<file path="config.mk">
export PLATFORM = sky130hd
export DESIGN_NAME = lzc_norm_seq
export DESIGN_NICKNAME = d
export VERILOG_FILES = /design/src/rtl/fpu_lzc_pkg.sv /design/src/rtl/lzc_norm_seq_nlc_4bit.sv /design/src/rtl/lzc_norm_seq.sv
export SDC_FILE = /design/constraint.sdc
export NUM_CORES = 1
export LEC_CHECK = 0
export CAP_MARGIN = 10
export CORE_MARGIN = 2
export CORE_UTILIZATION = 45
export DETAILED_ROUTE_END_ITERATION = 10
export HOLD_SLACK_MARGIN = 0.15
export PLACE_DENSITY = 0.7
export SKIP_CTS_REPAIR_TIMING = 1
export SYNTH_ARGS = -nofsm -noshare
export SYNTH_HDL_FRONTEND = slang
export SYNTH_SLANG_ARGS = --single-unit
</file>
<file path="constraint.sdc">
create_clock -name i_clk -period 8.3 [get_ports i_clk]
set_clock_uncertainty 0.15 [all_clocks]
set_input_delay 2.075 -clock i_clk [delete_from_list [all_inputs] [get_ports i_clk]]
set_output_delay 2.075 -clock i_clk [all_outputs]
set_load 0.005 [all_outputs]
</file>
<file path="src/rtl/fpu_lzc_pkg.sv">
// Shared types and helpers for the sequential leading-zero counter / normalizer.
package fpu_lzc_pkg;

  typedef enum logic [1:0] {
    IDLE  = 2'd0,
    SCAN  = 2'd1,
    SHIFT = 2'd2,
    DONE  = 2'd3
  } lzc_state_e;

  // Bits needed to hold a zero count in the range 0..w.
  function automatic int lzc_cnt_w(int w);
    return $clog2(w + 1);
  endfunction

endpackage

</file>
<file path="src/rtl/lzc_norm_seq_nlc_4bit.sv">
// Nibble leading-zero counter: count of leading zeros in a 4-bit nibble plus an all-zero flag.
module NLC_4bit (
  input  logic [3:0] i_nib,
  output logic [1:0] o_zero,
  output logic       o_all_zero
);

  // Priority encode from the MSB; o_zero is don't-care (0) when the nibble is all zero.
  always_comb begin
    o_zero     = 2'd0;
    o_all_zero = 1'b0;
    if (i_nib[3]) begin
      o_zero = 2'd0;
    end else if (i_nib[2]) begin
      o_zero = 2'd1;
    end else if (i_nib[1]) begin
      o_zero = 2'd2;
    end else if (i_nib[0]) begin
      o_zero = 2'd3;
    end else begin
      o_all_zero = 1'b1;
    end
  end

endmodule

</file>
<file path="src/rtl/lzc_norm_seq.sv">
// Multi-cycle leading-zero counter and normalizer for FPU mantissas.
// Scans the captured operand one nibble per cycle (MSB nibble first) through one
// shared NLC_4bit, then left-shifts the operand by the resulting zero count.
module lzc_norm_seq
  import fpu_lzc_pkg::*;
#(
  parameter int WIDTH = 24
) (
  input  logic                               i_clk,
  input  logic                               i_rst_n,
  input  logic                               i_valid,
  output logic                               o_ready,
  input  logic [WIDTH-1:0]                   i_mant,
  input  logic                               i_abort,
  output logic                               o_valid,
  input  logic                               i_ready,
  output logic [fpu_lzc_pkg::lzc_cnt_w(WIDTH)-1:0] o_lz,
  output logic [WIDTH-1:0]                   o_norm,
  output logic                               o_all_zero,
  output logic                               o_busy
);

  localparam int NIB   = WIDTH / 4;
  localparam int CNT_W = lzc_cnt_w(WIDTH);
  localparam int K_W   = (NIB > 1) ? $clog2(NIB) : 1;

  lzc_state_e       r_state;
  logic [WIDTH-1:0] r_op;
  logic [K_W-1:0]   r_k;
  logic [CNT_W-1:0] r_lz;
  logic [WIDTH-1:0] r_norm;
  logic             r_all_zero;

  logic [3:0]       w_nib;
  logic [1:0]       w_zero;
  logic             w_nib_zero;
  logic             w_last;
  logic             w_accept;
  logic [CNT_W-1:0] w_lz_cand;
  logic [WIDTH-1:0] w_shifted;

  // Abort in IDLE suppresses ready so it wins over a simultaneous request.
  assign o_ready    = (r_state == IDLE) && !i_abort;
  assign w_accept   = i_valid && o_ready;
  assign o_valid    = (r_state == DONE);
  assign o_busy     = (r_state != IDLE);
  assign o_lz       = r_lz;
  assign o_norm     = r_norm;
  assign o_all_zero = r_all_zero;

  assign w_last     = (r_k == K_W'(NIB - 1));
  // 4k + Zero peaks at WIDTH-1 here, so CNT_W bits never overflow.
  assign w_lz_cand  = (CNT_W'(r_k) << 2) + CNT_W'(w_zero);
  // A shift of WIDTH pushes every bit out and yields zero.
  assign w_shifted  = r_op << r_lz;

  // Select nibble k of the operand, k = 0 being the most significant nibble.
  always_comb begin
    w_nib = 4'd0;
    for (int i = 0; i < NIB; i++) begin
      if (r_k == K_W'(i)) begin
        w_nib = r_op[WIDTH-1-4*i -: 4];
      end
    end
  end

  NLC_4bit u_nlc (
    .i_nib      (w_nib),
    .o_zero     (w_zero),
    .o_all_zero (w_nib_zero)
  );

  // FSM plus result registers; reset and abort both drop the operation and clear results.
  always_ff @(posedge i_clk) begin
    if (!i_rst_n || i_abort) begin
      r_state    <= IDLE;
      r_lz       <= '0;
      r_norm     <= '0;
      r_all_zero <= 1'b0;
    end else begin
      case (r_state)
        IDLE: begin
          if (w_accept) begin
            r_state <= SCAN;
          end
        end
        SCAN: begin
          if (!w_nib_zero) begin
            r_lz       <= w_lz_cand;
            r_all_zero <= 1'b0;
            r_state    <= SHIFT;
          end else if (w_last) begin
            r_lz       <= CNT_W'(WIDTH);
            r_all_zero <= 1'b1;
            r_state    <= SHIFT;
          end
        end
        SHIFT: begin
          r_norm  <= w_shifted;
          r_state <= DONE;
        end
        DONE: begin
          if (i_ready) begin
            r_state <= IDLE;
          end
        end
        default: r_state <= IDLE;
      endcase
    end
  end

  // Operand capture and nibble index; only meaningful while the FSM is busy, so no reset.
  always_ff @(posedge i_clk) begin
    if (w_accept) begin
      r_op <= i_mant;
      r_k  <= '0;
    end else if ((r_state == SCAN) && w_nib_zero && !w_last) begin
      r_k <= r_k + 1'b1;
    end
  end

endmodule
</file>
* After elaboration in Yosys (flattened, before gate mapping)
Cells that the tools add are included.
** Operators by class
- Mux-type cells :: 23
- Equality and inequality tests :: 12
- Reductions and logical operators :: 13
- Shifts and indexed selects :: 1
- $add $sub $neg :: 2
** Operator list (count)
- $mux W4 :: 6
- $shl A24 B5 Y24 :: 1
- $mux W2 :: 8
- $mux W5 :: 2
- $pmux W2 S4 :: 1
- $eq A3 B2 Y1 const B :: 2
- $eq A3 B3 Y1 const B :: 2
- $mux W1 :: 6
- $add A5 B2 Y5 :: 1
- $eq A2 B2 Y1 const B :: 2
- $logic_and A1 B1 Y1 :: 4
- $ne A2 B1 Y1 const B :: 2
- $add A3 B1 Y3 const B :: 1
- $eq A3 B1 Y1 const B :: 1
- $logic_not A1 Y1 :: 3
- $logic_not A3 Y1 :: 1
- $ne A3 B3 Y1 const B :: 1
- $reduce_and A3 Y1 :: 1
- $eq A2 B1 Y1 const B :: 1
- $logic_not A2 Y1 :: 1
- $ne A2 B2 Y1 const B :: 1
- $reduce_and A2 Y1 :: 1
- $reduce_bool A2 Y1 :: 1
- $logic_or A1 B1 Y1 :: 1
** Storage, ports and cells
- Output and inout port bits :: 33
- Input bits :: 29
- Flip-flop bits (word level) :: 59

* Logic depth before layout (Yosys ltp)
- Depth after elaboration :: 13
- Gate-level depth with buffers :: 11

* Hierarchy
Synthesis repeated with hierarchy kept, for this count alone.
** Unflattened totals
- Cells, all modules :: 384
- Area, all modules :: 3649.8 sq um
** By module, submodules not included
- lzc_norm_seq :: cells each 378, area an instance 3613.5 sq um, times used 1
- NLC_4bit :: cells each 6, area an instance 36.3 sq um, times used 1

* Worst setup path after synthesis
No wires, ideal clock.
- Kind :: input to output
- From :: input port i_abort
- To :: output port o_ready
- Arrival time :: 2190 ps
- Path buffers :: 0
- Required time :: 6075 ps
- Path slack :: 3885 ps
- Stages on the path :: 1
- Cells stage by stage :: nor2_1
** Between the ends
- Cells in the longest elaborated chain, start to end :: 2
** Ends and longest elaborated chain
- start: declaration :: line lzc_norm_seq.sv:14 : input logic i_abort,
- $logic_not A1 Y1 :: line lzc_norm_seq.sv:43 : assign o_ready = (r_state == IDLE) && !i_abort;
- $logic_and A1 B1 Y1 :: line lzc_norm_seq.sv:43
- end: declaration :: line lzc_norm_seq.sv:12 : output logic o_ready,
No other way between the ends.

* Final worst setup path
Same ends and word-level chain as after synthesis.

==> run summary <==
Setup Viol. Count Final: 0
Peak per-stage delay on the critical path: 0.52 ns
Startpoint type of the worst setup path: primary input
1st-pass router iterations: 6
Max-cap violation count: 0
Syn Nets: 403
Count of warnings emitted by yosys: 0
Peak Freq: 185 MHz
Fin Hold WS: 0.361 ns
Time the final worst path needs with I/O delays and setup: 5.40 ns
Die Footprint: 8670 um^2
Buffers from clock root to sink, at most: 2
Post-synthesis sequential element count: 59
Horizontal die dimension: 93.1 um
Ratio of routed vias to standard cells: 5.65
Via count of the first global-routing pass: 2,733
Via Count: 2,909
Final net count: 447
Antenna violations before repair: 0
Type of the setup path with the least slack: in2out
Ant. Diodes: 0
Final worst-path cycle share: 65.1%
# rows: 32
Most common cell after layout, fill and taps aside: clkdlybuf4s50_1
Portion of total power attributed to combinational logic: 12.4%
Detailed Place HPWL: 6.04 mm
Number of flops mapped to enable cells by yosys: 24
Clock root buffer: clkbuf_8
Largest cells by area after synthesis: edfxtp_1, dfxtp_1, mux4_2
Capturing element type of the critical path: primary output
Number of clock buffers inserted by TritonCTS: 9
Placer Congestion: 0.911
Commonest non-fill, non-tap cells in the layout: clkdlybuf4s50_1, a21oi_1, nand2_1, dfxtp_1, edfxtp_1
Syn Area/Cell: 9.82 um^2
Clock tree from TritonCTS: built
Number of different library cells in the post-synthesis netlist: 47
TritonCTS Sinks: 59
Area growth, synth to finish: 22.1%
GRT Residual Overflow: 0
CP dominant cell by count: clkdlybuf4s50_1
Initial Utilization: 46.3%
Share of layout cells above drive strength 1: 11.1%
Routed wire length: 8.21 mm
Per-cell routed wire length: 15.9 um
Category of cells accounting for the largest share of critical-path delay: buffers and inverters
Dominant synthesized flop cell: dfxtp_1
Status: completed
H-tree level count: 3
Part of the power in registers: 50.2%
Power spent charging and discharging nets: 163 uW
Actual slew at the worst max-slew pin: 1.14 ns
Insertion delay to the later sink of the worst-skew pair: 0.35 ns
Core utilization of the finished layout: 56.5%
Total negative setup slack: 0 ns
Total of buffers placed on input and output ports: 61
Wire length of the first global-routing pass: 13.8 mm
Yosys top cell area share: 20.2%
Setup repair after global routing missed its margin: false
Placeable core region: 7730 um^2
DRC violations left: 0
Critical path buffers and inverters: 2
Max-slew violation count: 0
Clk network pwr share: 37.5%
Crit path arrival time: 3.18 ns
Fin. Hold Viols: 0
Standby leakage power: 0.00153 uW
Slowest CP cell: clkdlybuf4s50_1
Vertical die dimension: 93.1 um
Filler Cells Inserted: 704
Maximum vdd ir drop: 0.0991 mV
Number of standard cells after synthesis: 364
Peak fanout along the critical path: 3
Cell area after technology mapping: 3570 um^2
Library cell with the largest summed area after synthesis: edfxtp_1
Reg2reg setup slack: 5.14 ns
Required time at the endpoint of the critical path: 6.08 ns
Post-route total power: 638 uW
Clk pin slew, worst setup/hold paths: 0.07 ns
Launch point of the critical path: i_abort
Crit path cell chain: clkdlybuf4s50_1 -> nor2_1 -> clkdlybuf4s50_1
Violation count after the first detailed-route iteration: 171
Number of antenna-violating nets in the routed design: 0
Startpoint of the worst-slack reg-to-reg timing path: r_k[1]
Sequential-to-total area share from yosys stat: 39.8%
# IOs: 62
Source of the worst hold timing path: r_state[1]
Proportion of total power due to net switching: 25.6%
Worst-case headroom to the max-slew limit: 24.0%
Overall track demand over capacity in global routing: 20.5%
Power density of the placed cells: 146 nW/um^2
Hold/Removal Path Class: reg2reg
Largest net degree at the start of global routing: 35
Internal power component: 475 uW
Asr flop ratio synth: 0%
power groups by stage:
stage | sequential (uW) | clock, uW | combinational [uW]
after detailed placement | 327 | 0 | 78.8
final | 320 | 239 | 79.0
after floorplan | 322 | 0 | 54.3
after global placement | 326 | 0 | 78.3
after CTS | 320 | 244 | 79.2
after global routing | 321 | 257 | 86.8
flip-flops by register name, indices dropped and copies added, names as in the netlist:
| name | count |
|---|---|
| o_all_zero | 1 |
| r_k | 3 |
| o_lz | 5 |
| r_state | 2 |
| o_norm | 24 |
| r_op | 24 |
worst reg2reg max path: stages, from the launching register on:
cell and delay, ns:
dfxtp_1 0.37, inv_1 0.11, ha_1 0.54, o21ai_2 0.15, and3_1 0.21, or3_4 0.42
or4_1 0.67, o31ai_1 0.27, a21oi_1 0.11
synthesized netlist by cell type (2+ instances only):
cell,n
a211o_1,2
a211oi_1,8
a21o_1,2
a21oi_1,40
a221oi_1,3
a31oi_1,3
and2_1,5
and3_1,10
buf_2,6
buf_6,3
clkbuf_1,19
dfxtp_1,35
edfxtp_1,24
ha_1,10
inv_1,12
mux2_2,2
mux2i_1,13
mux4_2,21
nand2_1,37
nand2b_1,5
nand3_1,4
nand3b_1,6
nand4_1,2
nor2_1,20
nor2b_1,20
nor3_1,6
o211ai_1,2
o21ai_0,23
o31ai_1,2
or3_4,2
routing by layer:
metal | vias to the layer above | wire length (um) | global-route usage, %
met5 | - | 0 | 0
met1 | 1394 | 3730 | 27.6
met3 | 9 | 414 | 3.55
met2 | 83 | 3960 | 32.0
met4 | 0 | 106 | 9.93
li1 | 1423 | - | -
cells by family (layout without fill, tap and decap cells):
kind of cell               count (synthesis)  after routing  synth area share, %
AOI/OAI and AO/OA                         94             94                 15.8
adders and majority gates                 10             10                 3.50
buffers and inverters                     43             92                 5.39
DFF                                       59             59                 39.8
muxes                                     36             36                 17.5
and+or+nand+nor                          122            122                 18.1
layout make-up:
class / instances / area (um^2) / area share, %
timing repair buffer: 63 / 626 / 14.3
multi-input combinational: 262 / 1960 / 44.9
clock buffer: 12 / 155 / 3.56
inverter: 13 / 48.8 / 1.12
sequential: 59 / 1420 / 32.6
tap: 102 / 128 / 2.92
clock inverter: 4 / 25.0 / 0.573
metrics by stage:
stage / instance area (um^2) / instances / setup WS [ns]
after floorplan: 3570 / 364 / 3.89
after global placement: 4180 / 499 / 2.90
after detailed placement: 4180 / 499 / 2.90
after CTS: 4360 / 515 / 2.90
after global routing: 4360 / 515 / 2.86
final: 4360 / 515 / 2.90
worst paths after layout:
kind / depth (start not counted) / to
setup / recovery: 3 / o_ready
hold / removal: 2 / r_state[1]
setup reg to reg: 8 / r_k[1]
hold reg to reg: 2 / r_state[1]
Note: power is estimated with default switching activity, not from simulation.
